--- src/rtl/multi_clk_divider_pkg.sv ---
// Shared constants for the multi-channel clock divider: output mode encoding
// and the divisor every channel comes out of reset with.
package multi_clk_divider_pkg;

    localparam logic MODE_TOGGLE = 1'b0;
    localparam logic MODE_PULSE  = 1'b1;

    localparam int DEFAULT_DIV = 1000000;

endpackage

--- src/rtl/clk_div_channel.sv ---
// One divider channel: free-running counter against an applied divisor, with a
// shadow divisor and mode that only take over at a period boundary or while idle.
module clk_div_channel #(
    parameter int CNT_W       = 25,
    parameter int DEFAULT_DIV = multi_clk_divider_pkg::DEFAULT_DIV
) (
    input  logic             clk_in,
    input  logic             rst,
    input  logic             en_i,
    input  logic             mode_i,
    input  logic             load_i,
    input  logic [CNT_W-1:0] load_val_i,
    output logic             divided_clk_o,
    output logic             tick_o,
    output logic             pending_o
);
    import multi_clk_divider_pkg::*;

    localparam logic [CNT_W-1:0] RST_DIV = CNT_W'(DEFAULT_DIV);

    logic [CNT_W-1:0] cnt_q, cnt_d;
    logic [CNT_W-1:0] div_active_q, div_active_d;
    logic [CNT_W-1:0] div_shadow_q, div_shadow_d;
    logic             mode_active_q, mode_active_d;
    logic             pending_q, pending_d;
    logic             divided_clk_q, divided_clk_d;
    logic             tick_q, tick_d;
    logic             term_cnt;

    assign term_cnt = en_i && (cnt_q == div_active_q);

    always_comb begin
        cnt_d         = cnt_q;
        div_active_d  = div_active_q;
        div_shadow_d  = div_shadow_q;
        mode_active_d = mode_active_q;
        pending_d     = pending_q;
        divided_clk_d = divided_clk_q;
        tick_d        = 1'b0;

        // The shadow is sampled before this cycle's load lands, so a load that
        // coincides with a boundary waits for the next one and keeps pending set.
        if (term_cnt || !en_i) begin
            div_active_d  = div_shadow_q;
            mode_active_d = mode_i;
            pending_d     = 1'b0;
        end
        if (load_i) begin
            div_shadow_d = load_val_i;
            pending_d    = 1'b1;
        end

        if (!en_i) begin
            cnt_d         = '0;
            divided_clk_d = 1'b0;
        end else if (term_cnt) begin
            cnt_d  = '0;
            tick_d = 1'b1;
            if (mode_i != mode_active_q) begin
                divided_clk_d = 1'b0;
            end else if (mode_active_q == MODE_TOGGLE) begin
                divided_clk_d = ~divided_clk_q;
            end else begin
                divided_clk_d = 1'b1;
            end
        end else begin
            cnt_d = cnt_q + CNT_W'(1);
            if (mode_active_q == MODE_PULSE) begin
                divided_clk_d = 1'b0;
            end
        end
    end

    always_ff @(posedge clk_in or negedge rst) begin
        if (!rst) begin
            cnt_q         <= '0;
            div_active_q  <= RST_DIV;
            div_shadow_q  <= RST_DIV;
            mode_active_q <= MODE_TOGGLE;
            pending_q     <= 1'b0;
            divided_clk_q <= 1'b0;
            tick_q        <= 1'b0;
        end else begin
            cnt_q         <= cnt_d;
            div_active_q  <= div_active_d;
            div_shadow_q  <= div_shadow_d;
            mode_active_q <= mode_active_d;
            pending_q     <= pending_d;
            divided_clk_q <= divided_clk_d;
            tick_q        <= tick_d;
        end
    end

    assign divided_clk_o = divided_clk_q;
    assign tick_o        = tick_q;
    assign pending_o     = pending_q;

endmodule

--- src/rtl/multi_clk_divider.sv ---
// NUM_CH independent clock dividers sharing one divisor write port; the top
// only decodes the write channel and gathers the per-channel outputs.
module multi_clk_divider #(
    parameter int   NUM_CH      = 4,
    parameter int   CNT_W       = 25,
    parameter int   DEFAULT_DIV = multi_clk_divider_pkg::DEFAULT_DIV,
    localparam int  LCH_W       = (NUM_CH > 1) ? $clog2(NUM_CH) : 1
) (
    input  logic              clk_in,
    input  logic              rst,
    input  logic [NUM_CH-1:0] en,
    input  logic [NUM_CH-1:0] mode,
    input  logic              load,
    input  logic [LCH_W-1:0]  load_ch,
    input  logic [CNT_W-1:0]  load_val,
    output logic [NUM_CH-1:0] divided_clk,
    output logic [NUM_CH-1:0] tick,
    output logic [NUM_CH-1:0] pending
);

    logic [NUM_CH-1:0] load_hit;

    // An out-of-range load_ch matches no channel and is dropped.
    generate
        for (genvar gi = 0; gi < NUM_CH; gi++) begin : g_ch
            assign load_hit[gi] = load && (load_ch == LCH_W'(gi));

            clk_div_channel #(
                .CNT_W       (CNT_W),
                .DEFAULT_DIV (DEFAULT_DIV)
            ) u_ch (
                .clk_in        (clk_in),
                .rst           (rst),
                .en_i          (en[gi]),
                .mode_i        (mode[gi]),
                .load_i        (load_hit[gi]),
                .load_val_i    (load_val),
                .divided_clk_o (divided_clk[gi]),
                .tick_o        (tick[gi]),
                .pending_o     (pending[gi])
            );
        end
    endgenerate

endmodule

--- config.mk ---
export PLATFORM = sky130hd
export DESIGN_NAME = multi_clk_divider
export DESIGN_NICKNAME = d
export VERILOG_FILES = /design/src/rtl/multi_clk_divider_pkg.sv /design/src/rtl/clk_div_channel.sv /design/src/rtl/multi_clk_divider.sv
export SDC_FILE = /design/constraint.sdc
export NUM_CORES = 1
export LEC_CHECK = 0
export ABC_AREA = 1
export CAP_MARGIN = 20
export CORE_ASPECT_RATIO = 0.5
export CORE_MARGIN = 2
export CORE_UTILIZATION = 30
export DETAILED_ROUTE_END_ITERATION = 8
export SLEW_MARGIN = 40
export SYNTH_ARGS = -nofsm -noshare
export SYNTH_HDL_FRONTEND = slang
export SYNTH_SLANG_ARGS = --single-unit
--- constraint.sdc ---
create_clock -name clk_in -period 2.65 [get_ports clk_in]
set_input_delay 0.795 -clock clk_in [delete_from_list [all_inputs] [get_ports clk_in]]
set_output_delay 0.795 -clock clk_in [all_outputs]
set_load 0.01 [all_outputs]
==> results.tsv <==
metric	value	unit
Top delay family on crit path	buffers and inverters	
Max Cap Viol	0	
post-synthesis compound-gate area fraction	0.0405	
Critical Path AT	1.52	ns
largest net degree at the start of global routing	71	
clock skew	0.0158	ns
largest family of logic cells by synthesized area	simple AND/OR/NAND/NOR gates	
Final setup viols	0	
initial antenna violation count	0	
post-synthesis register bit count	316	
startpoint types	flop	
Syn Nets	2005	
status	finished, final reports clean	
Ports	50	
Post-Route WL	36900	µm
RSZ-0062 raised after global routing	false	
clk slew on worst S/H paths	0.06	ns
Nets	2037	
CTS root buf	clkbuf_16	
vias in the first global route	11200	
design area	17800	µm²
slowest stage cell, crit path	clkdlybuf4s50_1	
placed cell areas	16600	µm²
via density per instance	4.44	
Fillers	5214	
post-synthesis cell count	1963	
cells along the critical path	clkdlybuf4s50_1	
worst vdd ir	0.352	mV
clk sinks	316	
latest clock arrival within the worst-skew pair	0.53	ns
type of destination of the critical path	output port	
multiplexer share of the synthesized area	0	
Syn Std Cell Area	15400	µm²
pre-CTS WS	0.538	ns
Rel. slew slack	0.665	
Synth-to-Final Area Change	15.3	%
Netlist cell types	27	
Synth Area in Adders	0.00325	
leakage power	8.69	nW
Mean Syn Cell Area	7.85	µm²
Max Freq	432	MHz
final worst slack	0.333	ns
cts hold-fix bufs	0	
post-synthesis sequential area ratio	0.518	
Final Max Tran Viols	0	
synthesis warning total	0	
clock tree buffer depth	3	
critical path required time	1.86	ns
GRT overflow	0	
fin crit share	0.874	
WS Path Type	flop to output port	
row count	58	
routability cong.	0.855	
initial core utilization	0.305	
global-route wire length before repair	60600	µm
Post-synth EDFFs	0	
die area	53300	µm²
FF-to-FF setup slack	0.61	ns
# diodes	0	
DRT Pass-1 Iters	5	
Die W	324	µm
DRT iter0 DRCs	1093	
Critical Path Fanout Max	3	
Core Region	50400	µm²
top cells by count, synth	nand2_1 (642), dfrtp_1 (260), nor2_1 (230)	
pwr/cell area	685	nW/µm²
ys async rst share	1.00	
total negative slack	0	ns
Final Power	0.0122	W
top-area cell type share of the netlist area	0.422	
Post-DRT Antenna Nets	0	
GR Util All Layers	0.140	
H-tree depth	2	
Num CTS Buffers	34	
most frequent cell after synthesis	nand2_1	
Tightest Hold Check Type	primary input to async pin	
port bufs	49	
top cells by area, synth	dfrtp_1 (42%), nand2_1 (16%), dfstp_2 (9.6%)	
Detailed Place HPWL	25300	µm
post-synthesis xor/xnor area fraction	0.0529	
TritonCTS clock tree	yes	
Min Clock Period, post-route	2.32	ns
cts repair resizes	0	
wire per inst	13.6	µm
drt drc	0	
fin cells	2710	
Synth area leader	dfrtp_1	
CP Buf/Inv Count	1	
Slowest Stage Delay on Critical Path	0.63	ns
Placed Cells	2649	
Synth Flop Type	dfrtp_1	
via count	12000	
Synth Area in Simple Gates	0.301	
Worst-Margin Slew	0.502	ns
setup bufs post-CTS	0	
final hold vios	0	
Die Y-Extent	164	µm
layout cell share with drive strength beyond 1	0.0802	
[worst reg2reg max path: stages (launching register included)]
cell	delay, ns
dfrtp_1	0.43
ha_1	0.27
nand2_1	0.09
nor2_1	0.28
nand2_1	0.13
nor2_1	0.31
nand3_1	0.18
xor2_1	0.18
nor2_1	0.06
[cell type report]
| class | instances | area (µm²) | area share |
|---|---|---|---|
| clock buffers | 45 | 953 | 0.0537 |
| clock inverters | 16 | 219 | 0.0123 |
| inverters | 221 | 830 | 0.0467 |
| multi-input cells | 1346 | 6130 | 0.345 |
| flip-flops and latches | 316 | 7980 | 0.449 |
| well taps | 690 | 863 | 0.0486 |
| repair buffers | 76 | 786 | 0.0442 |
[logic make-up after synthesis]
family,after synthesis
AO/OA/AOI/OAI,122
XOR/XNOR,93
adder cells (fa/ha/maj),4
buffers and inverters,301
flip-flops,316
AND/OR/NAND/NOR,1127
[path summary, 6_finish.rpt]
check                                           endpoint                           from  cells after the start
setup / recovery                          divided_clk[2]     g_ch[2].u_ch.divided_clk_o                      1
hold reg to reg            g_ch[3].u_ch.div_active_q[17]  g_ch[3].u_ch.div_shadow_q[17]                      2
setup reg to reg                  g_ch[2].u_ch.cnt_q[14]          g_ch[2].u_ch.cnt_q[0]                      8
min in group clk_in        g_ch[3].u_ch.div_active_q[17]  g_ch[3].u_ch.div_shadow_q[17]                      2
max in group asynchronous  g_ch[1].u_ch.div_shadow_q[14]                            rst                      2
hold / removal                       g_ch[2].u_ch.tick_o                            rst                      1
[state kept, by name, indices dropped and copies added, names as in the netlist]
register,flops
g_ch.u_ch.cnt_q,100
g_ch.u_ch.div_active_q,100
g_ch.u_ch.div_shadow_q,100
g_ch.u_ch.divided_clk_o,4
g_ch.u_ch.mode_active_q,4
g_ch.u_ch.pending_o,4
g_ch.u_ch.tick_o,4
[metrics by stage]
stage,hold WS [ns],utilization
2_1_floorplan,0.442,-
3_3_place_gp,0.450,0.329
3_5_place_dp,0.454,0.329
4_1_cts,0.185,0.352
5_1_grt,0.204,0.352
6_report,0.190,0.352
[cell usage in the layout, fill, tap and decap left out, drive strengths merged, types with 2 or more instances in the layout]
| cell type | n |
|---|---|
| nand2 | 646 |
| dfrtp | 260 |
| nor2 | 234 |
| inv | 222 |
| nand3 | 169 |
| o21ai | 108 |
| xor2 | 72 |
| dfstp | 56 |
| clkdlybuf4s50 | 48 |
| clkbuf | 45 |
| nand4 | 41 |
| nor3 | 36 |
| buf | 28 |
| xnor2 | 21 |
| clkinv | 9 |
| a21oi | 8 |
| bufinv | 5 |
| o21a | 4 |
| ha | 4 |
| o22ai | 2 |
[report_power, final]
group          leakage (nW)  switching, W  internal, W  total, W
Combinational          4.11      0.000741     0.000527   0.00127
Sequential             4.00      0.000412      0.00545   0.00586
Clock                 0.579       0.00199      0.00304   0.00503
Total                  8.69       0.00315      0.00901    0.0122
[routing by layer]
metal | global-route usage | part of all wire
met3 | 0.0197 | 0.037
met4 | 0.0433 | 0.024
met5 | 0 | 0
met1 | 0.203 | 0.51
met2 | 0.217 | 0.43
Power figures use the tool's default switching activity.
